==> src/rtl/present_pkg.sv <==
// Shared types and constants for the PRESENT-80 core arbiter.
package present_pkg;

  localparam int unsigned PT_W     = 64;
  localparam int unsigned KEY_W    = 80;
  localparam int unsigned CORE_LAT = 32;

  typedef enum logic [1:0] {
    ST_IDLE   = 2'd0,
    ST_LAUNCH = 2'd1,
    ST_WAIT   = 2'd2,
    ST_FINISH = 2'd3
  } state_t;

  typedef struct packed {
    logic [KEY_W-1:0] key;
    logic [PT_W-1:0]  ptext;
  } operand_t;

endpackage

==> src/rtl/present_rr_pick.sv <==
// Combinational round-robin picker: first set request at or above ptr, else lowest set request.
module present_rr_pick #(
  parameter  int unsigned NREQ = 4,
  localparam int unsigned IW   = (NREQ > 1) ? $clog2(NREQ) : 1
) (
  input  logic [NREQ-1:0] req,
  input  logic [IW-1:0]   ptr,
  output logic [NREQ-1:0] onehot,
  output logic [IW-1:0]   idx
);

  logic [NREQ-1:0] masked;
  logic            found;

  always_comb begin
    masked = '0;
    onehot = '0;
    idx    = '0;
    found  = 1'b0;
    for (int i = 0; i < NREQ; i++) begin
      masked[i] = req[i] && (IW'(i) >= ptr);
    end
    // Upper (not yet served) half wins; otherwise wrap to the lowest request.
    for (int i = 0; i < NREQ; i++) begin
      if (masked[i] && !found) begin
        onehot[i] = 1'b1;
        idx       = IW'(i);
        found     = 1'b1;
      end
    end
    for (int i = 0; i < NREQ; i++) begin
      if (req[i] && !found) begin
        onehot[i] = 1'b1;
        idx       = IW'(i);
        found     = 1'b1;
      end
    end
  end

endmodule

==> src/rtl/present_arbiter.sv <==
// Round-robin sharing of one PRESENT-80 core between NREQ requesters, with a completion watchdog.
module present_arbiter
  import present_pkg::*;
#(
  parameter int unsigned NREQ = 4,
  parameter int unsigned TMO  = 63
) (
  input  logic                    CK,
  input  logic                    RN,
  input  logic [NREQ-1:0]         req,
  input  logic [PT_W*NREQ-1:0]    ptext_in,
  input  logic [KEY_W*NREQ-1:0]   key_in,
  output logic [NREQ-1:0]         gnt,
  output logic [NREQ-1:0]         done,
  output logic [PT_W-1:0]         ctext,
  output logic                    err,
  output logic                    busy,
  output logic                    core_start,
  output logic [PT_W-1:0]         core_ptext,
  output logic [KEY_W-1:0]        core_key,
  input  logic                    core_ready,
  input  logic [PT_W-1:0]         core_ctext
);

  localparam int unsigned IW = (NREQ > 1) ? $clog2(NREQ) : 1;
  localparam int unsigned CW = $clog2(TMO + 1);

  state_t          state;
  logic [IW-1:0]   ptr;
  logic [NREQ-1:0] owner_oh;
  logic [CW-1:0]   cnt;
  operand_t        op;

  logic [NREQ-1:0] pick_oh;
  logic [IW-1:0]   pick_idx;
  logic [IW-1:0]   ptr_nxt;
  operand_t        sel;

  present_rr_pick #(.NREQ(NREQ)) u_pick (
    .req    (req),
    .ptr    (ptr),
    .onehot (pick_oh),
    .idx    (pick_idx)
  );

  assign ptr_nxt    = (pick_idx == IW'(NREQ - 1)) ? '0 : pick_idx + IW'(1);
  assign core_ptext = op.ptext;
  assign core_key   = op.key;

  // Operand mux for the current winner.
  always_comb begin
    sel = '0;
    for (int i = 0; i < NREQ; i++) begin
      if (pick_oh[i]) begin
        sel.ptext = ptext_in[i*PT_W +: PT_W];
        sel.key   = key_in[i*KEY_W +: KEY_W];
      end
    end
  end

  always_ff @(posedge CK or negedge RN) begin
    if (!RN) begin
      state      <= ST_IDLE;
      ptr        <= '0;
      owner_oh   <= '0;
      cnt        <= '0;
      op         <= '0;
      gnt        <= '0;
      done       <= '0;
      ctext      <= '0;
      err        <= 1'b0;
      busy       <= 1'b0;
      core_start <= 1'b0;
    end else begin
      gnt        <= '0;
      done       <= '0;
      err        <= 1'b0;
      core_start <= 1'b0;
      case (state)
        ST_IDLE: begin
          if (|req) begin
            op         <= sel;
            owner_oh   <= pick_oh;
            ptr        <= ptr_nxt;
            gnt        <= pick_oh;
            core_start <= 1'b1;
            busy       <= 1'b1;
            state      <= ST_LAUNCH;
          end
        end
        ST_LAUNCH: begin
          cnt   <= '0;
          state <= ST_WAIT;
        end
        ST_WAIT: begin
          // A ready seen at count 0 is left over from the previous operation.
          if (core_ready && (cnt != '0)) begin
            ctext <= core_ctext;
            done  <= owner_oh;
            state <= ST_FINISH;
          end else if (cnt == CW'(TMO)) begin
            ctext <= '0;
            err   <= 1'b1;
            done  <= owner_oh;
            state <= ST_FINISH;
          end else begin
            cnt <= cnt + CW'(1);
          end
        end
        ST_FINISH: begin
          busy  <= 1'b0;
          state <= ST_IDLE;
        end
        default: state <= ST_IDLE;
      endcase
    end
  end

endmodule

==> config.mk <==
export PLATFORM = sky130hd
export DESIGN_NAME = present_arbiter
export DESIGN_NICKNAME = d
export VERILOG_FILES = /design/src/rtl/present_pkg.sv /design/src/rtl/present_rr_pick.sv /design/src/rtl/present_arbiter.sv
export SDC_FILE = /design/constraint.sdc
export NUM_CORES = 1
export LEC_CHECK = 0
export CORE_AREA = 8 8 334 336
export CTS_CLUSTER_SIZE = 20
export DETAILED_ROUTE_END_ITERATION = 10
export DIE_AREA = 0 0 342 344
export GPL_TIMING_DRIVEN = 1
export PLACE_DENSITY = 0.35
export SYNTH_ARGS = -nofsm -noshare
export SYNTH_HDL_FRONTEND = slang
export SYNTH_SLANG_ARGS = --single-unit
==> constraint.sdc <==
create_clock -name CK -period 1.95 [get_ports CK]
set_input_delay 0.195 -clock CK [delete_from_list [all_inputs] [get_ports CK]]
set_output_delay 0.195 -clock CK [all_outputs]
set_load 0.05 [all_outputs]
==> impl_metrics.py <==
metrics = {
    "status": {
        "outcome": "finished, violations left",
        "violations": "negative setup slack",
    },
    "sta": {
        "fin_ws_ps": -133,
        "max-slew-margin-rel": 0.598,
        "finClkSkew_ps": 21.8,
        "final.min_clock_period_ps": 2080,
        "tightest_slew_ps": 603,
        "period_share": 1.07,
        "rsz0062_at_grt": "true",
        "finalSetupViolCount": 81,
        "hold_violations": 0,
        "final_max_slew_viol_count": 0,
        "fmax_ghz": 0.480,
    },
    "logic_synthesis": {
        "async_flop_share": 1.00,
        "netlist_instances": 1313,
        "syn_avg_cell_area_um2": 9.37,
        "yosys-top-cells-count": "296 x a21oi_1, 233 x dfrtp_1, 150 x nor2_1, 144 x a221oi_1, 144 x o2bb2ai_1",
        "ys_types": 39,
        "ys_top_cells_by_area": "dfrtp_1 47%, a21oi_1 12%, a221oi_1 10%, o2bb2ai_1 10%, nor2_1 4.6%",
        "synthesis.area_um2": 12300,
        "synth_most_common_cell": "a21oi_1",
        "ys_seq_area_frac": 0.474,
        "synth.top_cell.area_share": 0.474,
        "syn-num-nets": 1965,
        "synth-main-ff-cell": "dfrtp_1",
        "synth_area_leader_cell": "dfrtp_1",
        "ys_ff_latch": 233,
        "ys_warn_count": 0,
        "synth-edff-count": 0,
    },
    "layout": {
        "drive_gt1_frac": 0.241,
        "fin_cells": 3723,
        "fin_nets": 2932,
        "syn_to_final_growth_pct": 122,
    },
    "route": {
        "vias": 15500,
        "firstDrtPassIters": 5,
        "vias_per_cell": 4.17,
        "ant_nets": 0,
        "drt-initial-drc-count": 589,
        "routedWlPerCell_um": 25.5,
        "drc": 0,
        "routed_wl_mm": 95.0,
    },
    "clock_tree": {
        "cts.sinks": 233,
        "cts_tree": "yes",
        "clockBufferDepth": 3,
        "insertion_delay_ps": 580,
        "ctsRootBufferMaster": "clkbuf_16",
        "cts-buffers-inserted": 35,
        "htree_num_levels": 2,
        "path_clk_slew_ps": 60,
    },
    "power_and_ir_drop": {
        "ir_drop_uv": 550,
        "finalPower_mw": 45.1,
        "p_leak_nw": 10.7,
        "p_per_area_nw_per_um2": 1650,
    },
    "grt": {
        "antenna_found_initial": 29,
        "grt_max_degree": 64,
        "grt_pass1_vias": 16700,
        "globalRouteOverflowTotal": 0,
        "grt_pass1_wl_mm": 125,
        "grt_usage": 0.144,
    },
    "floorplan": {
        "fp.dieH_um": 344,
        "die_w_um": 342,
        "start_util": 0.116,
        "io_pins": 866,
        "num_rows": 120,
        "core-area_um2": 106000,
        "dieArea_um2": 118000,
    },
    "worst_hold_path": {
        "min_path_type": "in2reg",
    },
    "setup_path": {
        "end_kind": "flop",
        "arrival_ps": 2520,
        "startpoint_type": "flop",
        "crit_type": "reg2reg",
        "cp_max_fo": 64,
        "cp.required_ps": 2390,
    },
    "placement": {
        "placed_cells": 3597,
        "dp_hpwl_mm": 69.2,
        "portBuffers": 865,
        "place_congestion": 0.821,
    },
    "run": {
        "drv_cap": 0,
    },
}
==> metrics by stage <==
stage	instance area, um2	worst slack (ps)	TNS (ps)	hold slack, ps	utilization
after floorplan	12300	173	0	-101	-
after global placement	23600	-455	-48170	202	0.222
after detailed placement	23600	-464	-50080	205	0.222
after CTS	25600	-151	-9080	111	0.241
after global routing	27300	-147	-10980	146	0.257
final	27300	-133	-3680	184	0.257
==> cells in the final DEF, fill, tap and decap left out, drive strengths merged <==
master / n
a31oi: 3
o2bb2ai: 144
inv: 12
o22ai: 2
o21ai: 7
a21o: 5
nor2: 151
o211a: 1
mux2i: 1
ha: 5
nor3: 2
clkinv: 3
clkbuf: 65
nand3: 30
dlygate4sd2: 189
mux2: 1
clkdlybuf4s50: 645
o22a: 1
and3: 7
buf: 230
dfrtp: 233
nand2b: 2
a21boi: 1
dlygate4sd3: 1
a22o: 37
o211ai: 1
or2: 1
nor4: 3
nand2: 67
or4: 1
a21oi: 296
o31ai: 2
and2: 4
a221o: 1
o221a: 2
bufinv: 1
diode: 19
a221oi: 144
==> what timing repair did <==
item	4_1_cts	5_1_grt
pin swaps	46	82
endpoints found under the setup margin	330	186
gates cloned	11	16
hold buffers	1	0
resized for setup	333	234
buffers inserted	7	20
hold endpoints to repair	108	0
==> worst max-delay path, stage by stage, from the launching register on <==
cell and delay [ps]:
dfrtp_2 440, buf_4 160, o211a_4 270, buf_12 170, clkbuf_16 310, a221oi_1 300, a21oi_1 110
==> cell families (layout without fill, tap and decap cells) <==
group / count (synthesis) / count (layout) / share of synthesized area
compound gates: 646 / 647 / 0.366
mux: 2 / 2 / 0.00173
simple gates: 268 / 268 / 0.0899
other cells: 0 / 19 / 0
buf+inv: 159 / 1146 / 0.0632
fa+ha+maj: 5 / 5 / 0.00508
flops: 233 / 233 / 0.474
==> layer usage <==
layer	part of all wire	global-route usage	vias to the layer above
met1	0.38	0.156	7751
met2	0.51	0.257	598
met4	0.024	0.0450	14
met5	0.00097	0	-
met3	0.079	0.0540	128
li1	-	-	7023
==> state kept, by name, summed over array words and instances, names as in the netlist, 2 cells and up <==
name and count:
gnt 4, cnt 6, ptr 2, state 2
owner_oh 4, ctext 64, core_ptext 64, done 4
core_key 80
==> layout make-up <==
cell class,count,area [um2]
Fill cell,11400,79000
Antenna cell,19,47.5
Multi-Input combinational cell,922,7510
Sequential cell,233,5830
Clock inverter,5,87.6
Timing Repair Buffer,1077,11000
Inverter,11,46.3
Tap cell,1403,1760
Clock buffer,53,1030
==> where the power goes <==
part | switching (mW) | internal [mW] | total, mW
combinational | 19.4 | 10.7 | 30.0
sequential | 1.41 | 7.21 | 8.62
clock | 2.65 | 3.80 | 6.45
==> path summary, 6_finish.rpt <==
check	start	to	slack [ps]	cells after the start
worst max-delay path	ptr[0]	core_ptext[55]	-130	6
worst min-delay path	core_ctext[35]	ctext[35]	180	3
worst max register to register	ptr[0]	core_ptext[55]	-130	6
worst min register to register	ctext[18]	ctext[18]	460	2
max in group asynchronous	RN	core_key[47]	1060	3
min in group asynchronous	RN	core_key[8]	210	2
(Power assumes the default switching activity.)
